[src/rtl/uart8n1_rx_os16.sv]
// 8N1 UART receiver: 16x oversampling, 3-sample majority per bit, one-byte holding register
// behind a valid/ready handshake, with framing-error and overrun pulses.
module uart8n1_rx_os16 #(
  parameter int CLK_FREQ = 50_000_000,
  parameter int BAUD     = 115200
) (
  input  logic       clk,
  input  logic       reset,
  input  logic       en,
  input  logic       rx_line,
  input  logic       rx_ready,
  output logic [7:0] rx_data,
  output logic       rx_valid,
  output logic       rx_busy,
  output logic       rx_done,
  output logic       frame_err,
  output logic       overrun
);

  localparam int OS_DIV = CLK_FREQ / (BAUD * 16);
  localparam int TW     = (OS_DIV > 1) ? $clog2(OS_DIV) : 1;

  typedef enum logic [2:0] {IDLE, START, DATA, STOP, BRK} state_t;

  state_t        state;
  logic          sync1, sync2;
  logic [TW-1:0] tick_cnt;
  logic [3:0]    os_cnt;
  logic [2:0]    bit_cnt;
  logic [1:0]    samp;
  logic [7:0]    shreg;
  logic          os_tick;
  logic          maj;

  // Tick counter only runs while a frame is being sampled.
  assign os_tick = (state == START || state == DATA || state == STOP) &&
                   (tick_cnt == TW'(OS_DIV - 1));
  // samp[1] and samp[0] hold the os_cnt 7 and 8 samples; the live line is the third vote.
  assign maj = (samp[1] & samp[0]) | (samp[1] & sync2) | (samp[0] & sync2);

  always_ff @(posedge clk) begin
    if (reset) begin
      sync1     <= 1'b1;
      sync2     <= 1'b1;
      state     <= IDLE;
      tick_cnt  <= '0;
      os_cnt    <= '0;
      bit_cnt   <= '0;
      samp      <= '0;
      shreg     <= '0;
      rx_data   <= '0;
      rx_valid  <= 1'b0;
      rx_busy   <= 1'b0;
      rx_done   <= 1'b0;
      frame_err <= 1'b0;
      overrun   <= 1'b0;
    end else begin
      sync1     <= rx_line;
      sync2     <= sync1;
      rx_done   <= 1'b0;
      frame_err <= 1'b0;
      overrun   <= 1'b0;

      if (rx_valid && rx_ready) rx_valid <= 1'b0;

      if (!en) begin
        state    <= IDLE;
        rx_busy  <= 1'b0;
        tick_cnt <= '0;
        os_cnt   <= '0;
        bit_cnt  <= '0;
      end else begin
        case (state)
          IDLE: begin
            tick_cnt <= '0;
            os_cnt   <= '0;
            bit_cnt  <= '0;
            if (!sync2) begin
              state   <= START;
              rx_busy <= 1'b1;
            end
          end
          BRK: begin
            if (sync2) state <= IDLE;
          end
          default: begin
            tick_cnt <= os_tick ? '0 : tick_cnt + TW'(1);
            if (os_tick) begin
              os_cnt <= os_cnt + 4'd1;
              if (os_cnt == 4'd7) samp[1] <= sync2;
              if (os_cnt == 4'd8) samp[0] <= sync2;
              if (os_cnt == 4'd9) begin
                case (state)
                  START: if (maj) begin
                    state   <= IDLE;
                    rx_busy <= 1'b0;
                  end
                  DATA: shreg <= {maj, shreg[7:1]};
                  STOP: begin
                    rx_done   <= 1'b1;
                    frame_err <= ~maj;
                    if (!rx_valid || rx_ready) begin
                      rx_data  <= shreg;
                      rx_valid <= 1'b1;
                    end else begin
                      overrun <= 1'b1;
                    end
                    // Leaving mid stop bit lets a following start edge be caught immediately.
                    state   <= maj ? IDLE : BRK;
                    rx_busy <= 1'b0;
                  end
                  default: ;
                endcase
              end
              if (os_cnt == 4'd15) begin
                case (state)
                  START: state <= DATA;
                  DATA: begin
                    if (bit_cnt == 3'd7) state <= STOP;
                    else bit_cnt <= bit_cnt + 3'd1;
                  end
                  default: ;
                endcase
              end
            end
          end
        endcase
      end
    end
  end

endmodule

[config.mk]
export PLATFORM = sky130hd
export DESIGN_NAME = uart8n1_rx_os16
export DESIGN_NICKNAME = d
export VERILOG_FILES = /design/src/rtl/uart8n1_rx_os16.sv
export SDC_FILE = /design/constraint.sdc
export NUM_CORES = 1
export LEC_CHECK = 0
export CORE_MARGIN = 2
export CORE_UTILIZATION = 55
export DETAILED_ROUTE_END_ITERATION = 16
export HOLD_SLACK_MARGIN = 0.05
export PLACE_DENSITY = 0.77
export SETUP_SLACK_MARGIN = 0.1
export SLEW_MARGIN = 20
export SYNTH_ARGS = -nofsm -noshare
export SYNTH_HDL_FRONTEND = slang
export SYNTH_SLANG_ARGS = --single-unit
[constraint.sdc]
create_clock -name clk -period 2.98 [get_ports clk]
set_clock_uncertainty 0.2 [all_clocks]
set_input_delay 0.298 -clock clk [delete_from_list [all_inputs] [get_ports clk]]
set_output_delay 0.298 -clock clk [all_outputs]
set_load 0.01 [all_outputs]
# == Yosys cells after proc, flatten, opt, wreduce, memory -nomap -nowiden ==
# Index checks and enable logic that the tools add are counted.
# word_totals
ff_bits,40
latchBits,0
ramBits,0
romBits,0
in_bits,5
out_inout_bits,13
wordCells,104
n_memories,0
# classes
n_addsub,3
mul,0
div,0
n_lt_le_gt_ge,0
eq_ne,14
shifts,0
n_mux,35
bitwise,12
n_reduce_logical,25
# op_table
cell,n
two-way mux 3 bit,12
case mux 3 bit (2 select lines),4
two-way mux 1 bit,13
"== test 4 bit, second input constant",3
AND reduction 6 bit,2
case mux 5 bit (2 select lines),1
AND reduction 5 bit,2
case mux 4 bit (2 select lines),1
AND reduction 4 bit,2
nonzero test 2 bit,4
inverter 1 bit,7
OR reduction 7 bit,1
"== test 3 x 2 -> 1 bit, second input constant",2
"== test 3 bit, second input constant",2
nonzero test 3 bit,2
OR reduction 6 bit,1
"adder 5 x 1 -> 5 bit, second input constant",1
"== test 5 bit, second input constant",1
two-way mux 5 bit,1
"adder 4 x 1 -> 4 bit, second input constant",1
"== test 4 x 3 -> 1 bit, second input constant",1
two-way mux 4 bit,1
"inequality test 2 bit, second input constant",2
case mux 1 bit (2 select lines),2
13 further kinds,20

# == Logic depth before layout (Yosys ltp) ==
# Gate-level depths: netlist (run 1).
# logic_depth
ltp_word,11
depth_mapped,7
ltp_nobuf,6

# == Worst setup path after synthesis (run 1) ==
# Ideal clock, no wire load.
# synth_timing
kind,reg-to-reg
start,register tick_cnt[0]
end,register os_cnt[3]
setup_time_ns,0.074
t_arrival_ns,1.488
t_required_ns,2.706
slack_ns,1.218
path_stages_with_launch,8
path_buffers,1
period_less_slack_ns,1.762
path_cell_list,dfxtp_1 -> inv_1 -> ha_1 -> and4b_1 -> buf_4 -> nand4_1 -> or4_1 -> a31oi_1
# synth_between
elab_chain_len,4
# synth_rtl
item,line_no,source
from (decl),27,logic [TW-1:0] tick_cnt;
from (signal assigned),87,tick_cnt <= os_tick ? '0 : tick_cnt + TW'(1);
== test 5 bit,37,(tick_cnt == TW'(OS_DIV - 1));
logical AND 1 bit,36,assign os_tick = (state == START || state == DATA || state == STOP) &&
nonzero test 2 bit (no line),--,
AND reduction 2 bit (no line),--,
to (signal assigned),89,os_cnt <= os_cnt + 4'd1;
to (decl),28,logic [3:0] os_cnt;
# Every way passes these cells.
# A chain may end at the register's enable or synchronous reset.

# == Worst setup path after layout (run 1) ==
# layout_timing
start,register tick_cnt[0]
end,register rx_data[3]
# layout_between
elab_chain_len,3
# layout_rtl
item,line_no,source
== test 5 bit,37,
logical AND 1 bit,36,
AND reduction 6 bit (no line),--,
to (signal assigned),103,rx_data <= shreg;
to (decl),12,"output logic [7:0] rx_data,"
# Every way passes these cells.

==> results of run 1 <==
==> cells by family after synthesis <==
family,synth area share
buffers and inverters,0.0394
adder cells (fa/ha/maj),0.0521
XOR/XNOR,0.00468
multiplexers,0.123
flip-flops,0.428
AND/OR/NAND/NOR,0.269
AO/OA/AOI/OAI,0.0842
==> Yosys cell counts, types with 2 or more instances <==
| cell | count | share of area |
|---|---|---|
| dfxtp_1 | 40 | 0.43 |
| a21oi_1 | 5 | 0.013 |
| ha_1 | 7 | 0.047 |
| or2_2 | 2 | 0.0067 |
| mux2i_1 | 23 | 0.12 |
| nor4_1 | 2 | 0.0067 |
| nand4_1 | 3 | 0.010 |
| buf_4 | 2 | 0.0080 |
| a21o_1 | 2 | 0.0080 |
| nand2b_1 | 19 | 0.063 |
| or4_1 | 2 | 0.0080 |
| and3_1 | 2 | 0.0067 |
| nand2_1 | 10 | 0.020 |
| and3b_1 | 2 | 0.0094 |
| clkbuf_1 | 9 | 0.018 |
| inv_1 | 4 | 0.0080 |
| buf_2 | 2 | 0.0053 |
| nor2_1 | 24 | 0.048 |
| nand3_1 | 8 | 0.021 |
| nor2b_1 | 2 | 0.0067 |
| o21ai_0 | 7 | 0.019 |
| or3_1 | 3 | 0.010 |
| a31oi_1 | 6 | 0.020 |
| nor3_1 | 4 | 0.011 |
==> power by group <==
| group | leakage, uW | internal (uW) | switching, uW | total [uW] |
|---|---|---|---|---|
| sequential | 0.000323 | 537 | 2.20 | 539 |
| clock | 0.0000271 | 86.0 | 186 | 272 |
| combinational | 0.000485 | 13.6 | 14.3 | 27.9 |
==> final cells by class <==
type / count / area (um2) / share of cell area
clock inverter: 2 / 12.5 / 0.00594
multi-input combinational: 149 / 998 / 0.474
sequential: 40 / 801 / 0.380
inverter: 4 / 15.0 / 0.00713
tap: 46 / 57.6 / 0.0273
timing repair buffer: 19 / 185 / 0.0879
clock buffer: 5 / 37.5 / 0.0178
==> worst paths after layout <==
path / startpoint / to / cells after the start
worst min register to register: sync1 / sync2 / 1
worst min-delay path: sync1 / sync2 / 1
worst max-delay path: tick_cnt[0] / rx_data[3] / 5
worst max register to register: tick_cnt[0] / rx_data[3] / 5
==> worst max-delay path: stages (launching register included) <==
cell and delay [ns]:
dfxtp_1 0.38, inv_1 0.08, ha_1 0.17, and4b_1 0.40
and3_1 0.53, mux2i_1 0.25
==> layer usage <==
| metal | up-vias | track usage | part of all wire |
|---|---|---|---|
| met5 | - | 0 | 0 |
| met4 | 0 | 0.100 | 0.024 |
| met3 | 9 | 0.0435 | 0.053 |
| met2 | 50 | 0.346 | 0.48 |
| met1 | 688 | 0.272 | 0.45 |
| li1 | 740 | - | - |
==> sequential cells by signal, indices dropped and copies added, names as in the netlist <==
name       count
overrun        1
sync2          1
rx_done        1
sync1          1
tick_cnt       5
rx_busy        1
frame_err      1
samp           2
rx_data        8
os_cnt         4
state          3
bit_cnt        3
rx_valid       1
shreg          8
==> cells in the final DEF (no fill, tap or decap), drive strengths merged, types with 3 or more instances in the layout <==
cell type	count
a21oi	5
a31oi	6
clkbuf	5
clkdlybuf4s50	17
dfxtp	40
ha	7
inv	4
mux2i	23
nand2	10
nand2b	19
nand3	8
nand4	4
nor2	24
nor3	5
o21ai	8
or2	3
or3	3
==> through the flow <==
step	cells	util	power, uW	hold slack, ns
final	265	0.636	838	0.226
after global routing	265	0.636	866	0.240
after CTS	265	0.636	840	0.229
after detailed placement	258	0.621	578	0.199
after global placement	258	0.621	577	0.201
after floorplan	206	-	568	0.189
==> results.py, run 1 <==
metrics = {
    "sta": {
        "finalWorstSetupSlack_ns": 0.901,
        "finalMaxSlewViolations": 0,
        "hold_viol": 0,
        "finalSetupViolCount": 0,
        "period_minus_slack_ns": 2.08,
        "max_slew.worst_pin.slew_ns": 0.872,
        "fmax_ghz": 0.481,
        "slew_headroom": 0.416,
        "rsz0062_at_grt": "no",
        "fin_crit_sh": 0.698,
        "setup_tns_ns": 0,
    },
    "yosys": {
        "ys.warnings.count": 0,
        "synthDistinctLibCells": 40,
        "synth_seq_cells": 40,
        "syn_inst": 206,
        "avgSynthCellArea_um2": 9.09,
        "yosysSeqAreaShare": 0.428,
        "ys.flop_type": "dfxtp_1",
        "netlist_area_mm2": 0.00187,
        "syn-num-nets": 218,
        "synth_edf_count": 0,
        "synthArstFlopShare": 0,
    },
    "power": {
        "p_per_area_mw_per_mm2": 398,
        "peakVddDrop_mv": 0.309,
        "p_leak_uw": 0.000835,
    },
    "die": {
        "fp.coreArea_mm2": 0.00331,
        "start_util": 0.566,
        "ios": 18,
        "fp.dieArea_mm2": 0.00389,
        "die_y_um": 62.4,
        "fp.dieW_um": 62.4,
        "num_rows": 21,
    },
    "clock_network": {
        "cts_root_buf": "clkbuf_4",
        "cts_setup_buffers": 0,
        "htreeDepth": 2,
        "cts-hold-fix-buffers": 0,
        "cts.path.max_buffers": 2,
        "tritoncts": "built",
        "clk_latency_ns": 0.36,
        "post_cts_resized": 0,
        "cts.sinks": 40,
        "cts_made_buffers": 5,
        "clk_pin_slew_ns": 0.12,
    },
    "worst_setup_path": {
        "worstPathArrival_ns": 2.17,
        "crit_fanout": 8,
        "worst_setup_path_end_kind": "flip-flop",
        "rrSetupSlack_ns": 0.90,
        "worstPathRequired_ns": 3.07,
        "start_kind": "flip-flop",
        "crit_type": "flip-flop to flip-flop",
    },
    "placement": {
        "dp_hpwl_mm": 2.68,
        "finalWeightedCongestion": 0.923,
        "dpl-instance-area_mm2": 0.00206,
        "io_buffers": 17,
        "dp_slack_ns": 0.834,
    },
    "run_status": {
        "status": "completed",
    },
    "global_routing": {
        "antenna_found_initial": 0,
        "track_usage": 0.213,
        "grt_pass1_vias": 1449,
        "grt_pass1_wl_mm": 6.54,
        "grt_max_degree": 30,
        "gr-total-overflow": 0,
    },
    "layout": {
        "syn_to_final_growth_pct": 12.5,
        "diodes": 0,
        "final_area_mm2": 0.00211,
        "drive_gt1_frac": 0.0685,
        "n_fill_cell": 302,
        "fin_nets": 231,
    },
    "drt": {
        "drt_first_pass_iters": 4,
        "drtIter0Drc": 128,
        "viasPerCell": 5.61,
        "wl_per_cell_um": 14.0,
        "vias": 1487,
        "routed_wl_mm": 3.72,
        "drc_errors": 0,
        "postRouteAntennaNets": 0,
    },
    "flow_run": {
        "cap_violations": 0,
    },
    "min_path": {
        "hold_path.class": "flip-flop to flip-flop",
    },
}
Power figures use the tool's default switching activity.
==> inputs of run 2 (changes only) <==
Clock period 2.98 ns to 2 ns, I/O delays scaled along.
==> run 2 against run 1 <==
  * Cell count up 5.3%
  * Sequential share of layout area down 2.7 points
  * Die area unchanged
  * Critical path depth unchanged
  * Routed wire length up 10%
  * Clock-buffer cell count up 1
  * Hold slack worse by 0.023 ns
  * First-iteration DRC count down 8.6%
  * Critical endpoint is now os_cnt[3]
==> results.py, run 2 (synthesis results as in run 1) <==
metrics = {
    "sta": {
        "rsz0062_at_grt": "yes",
        "period_minus_slack_ns": 1.89,
        "finalSetupViolCount": 0,
        "hold_viol": 0,
        "fmax_ghz": 0.528,
        "slew_headroom": 0.699,
        "finalMaxSlewViolations": 0,
        "fin_crit_sh": 0.946,
        "max_slew.worst_pin.slew_ns": 0.446,
        "setup_tns_ns": 0,
    },
    "clock_network": {
        "cts-hold-fix-buffers": 0,
        "cts_made_buffers": 5,
        "tritoncts": "built",
        "clk_latency_ns": 0.37,
        "clk_pin_slew_ns": 0.13,
        "htreeDepth": 2,
        "cts.sinks": 40,
        "cts.path.max_buffers": 2,
        "cts_root_buf": "clkbuf_4",
    },
    "worst_setup_path": {
        "crit_type": "flip-flop to flip-flop",
        "crit_family": "simple AND/OR/NAND/NOR gates",
        "rrSetupSlack_ns": 0.11,
        "crit_slowest_cell": "or4_1",
        "worstPathRequired_ns": 2.09,
        "worstPathArrival_ns": 1.98,
        "critPathMaxStageDelay_ns": 0.54,
        "worst_setup_path_end_kind": "flip-flop",
        "crit_buf_inv": 0,
        "crit_chain": "ha_4, and4b_2, nand4_1, or4_1, a31oi_1",
        "start_kind": "flip-flop",
        "crit_fanout": 4,
    },
    "global_routing": {
        "grt_pass1_wl_mm": 6.89,
        "grt_max_degree": 30,
        "antenna_found_initial": 0,
        "track_usage": 0.225,
        "grt_pass1_vias": 1513,
        "gr-total-overflow": 0,
    },
    "layout": {
        "final_cell_mix": "dfxtp_1, nor2_1, mux2i_1, nand2b_1, clkdlybuf4s50_1",
        "syn_to_final_growth_pct": 22.2,
        "drive_gt1_frac": 0.155,
        "fin_nets": 244,
        "final_common_cell": "dfxtp_1",
        "diodes": 0,
        "top_regs": "rx_data: 8 flops, shreg: 8 flops, tick_cnt: 5 flops",
    },
    "drt": {
        "drtIter0Drc": 117,
        "wl_per_cell_um": 14.7,
        "postRouteAntennaNets": 0,
        "vias": 1569,
        "drt_first_pass_iters": 4,
        "viasPerCell": 5.62,
        "drc_errors": 0,
        "routed_wl_mm": 4.11,
    },
    "run_status": {
        "status": "completed",
    },
    "power": {
        "peakVddDrop_mv": 0.384,
        "p_leak_uw": 0.000925,
        "power_uw": 1430,
        "p_per_area_mw_per_mm2": 624,
    },
    "die": {
        "fp.dieArea_mm2": 0.00389,
        "ios": 18,
        "num_rows": 21,
        "start_util": 0.566,
        "die_y_um": 62.4,
        "fp.coreArea_mm2": 0.00331,
        "fp.dieW_um": 62.4,
    },
    "min_path": {
        "hold_path.class": "input pin to flip-flop",
    },
    "placement": {
        "finalWeightedCongestion": 0.843,
        "io_buffers": 17,
        "dp_hpwl_mm": 2.90,
    },
    "flow_run": {
        "cap_violations": 0,
    },
}
run 2: final timing paths:
path	start	to	cells past startpoint
min	rx_line	sync1	2
max reg2reg	tick_cnt[1]	os_cnt[3]	5
min reg2reg	sync1	sync2	1
max	tick_cnt[1]	os_cnt[3]	5
run 2: area by class of cell:
cell class / instances / area [um2]
sequential: 40 / 807
multi-input combinational: 149 / 1020
tap: 46 / 57.6
timing repair buffer: 32 / 295
clock inverter: 2 / 38.8
fill: 274 / 1020
clock buffer: 6 / 51.3
inverter: 4 / 15.0
run 2: per-stage QoR:
stage,hold slack [ns],setup WS [ns],instance area (um2),instances,utilization
2_1_floorplan,0.104,0.238,1870,206,-
3_3_place_gp,0.203,0.159,2140,267,0.646
3_5_place_dp,0.199,0.0411,2140,267,0.646
4_1_cts,0.192,0.125,2240,276,0.676
5_1_grt,0.183,0.0626,2290,279,0.691
6_report,0.202,0.107,2290,279,0.691
run 2: report_power, final:
group | internal, uW | switching, uW
Clock | 299 | 280
Combinational | 24.8 | 23.5
Sequential | 798 | 3.12
run 2: timing repair:
item | CTS | global route
pin swaps | 0 | 5
endpoints found under the setup margin | 2 | 13
buffers inserted | 1 | 3
gates cloned | 0 | 0
resized for setup | 2 | 8
run 2: routing by layer:
layer | vias to the layer above | track usage | routed length, um
li1 | 770 | - | -
met1 | 747 | 0.279 | 1810
met2 | 45 | 0.372 | 2030
met3 | 7 | 0.0616 | 204
met4 | 0 | 0.0917 | 65
met5 | - | 0 | 0
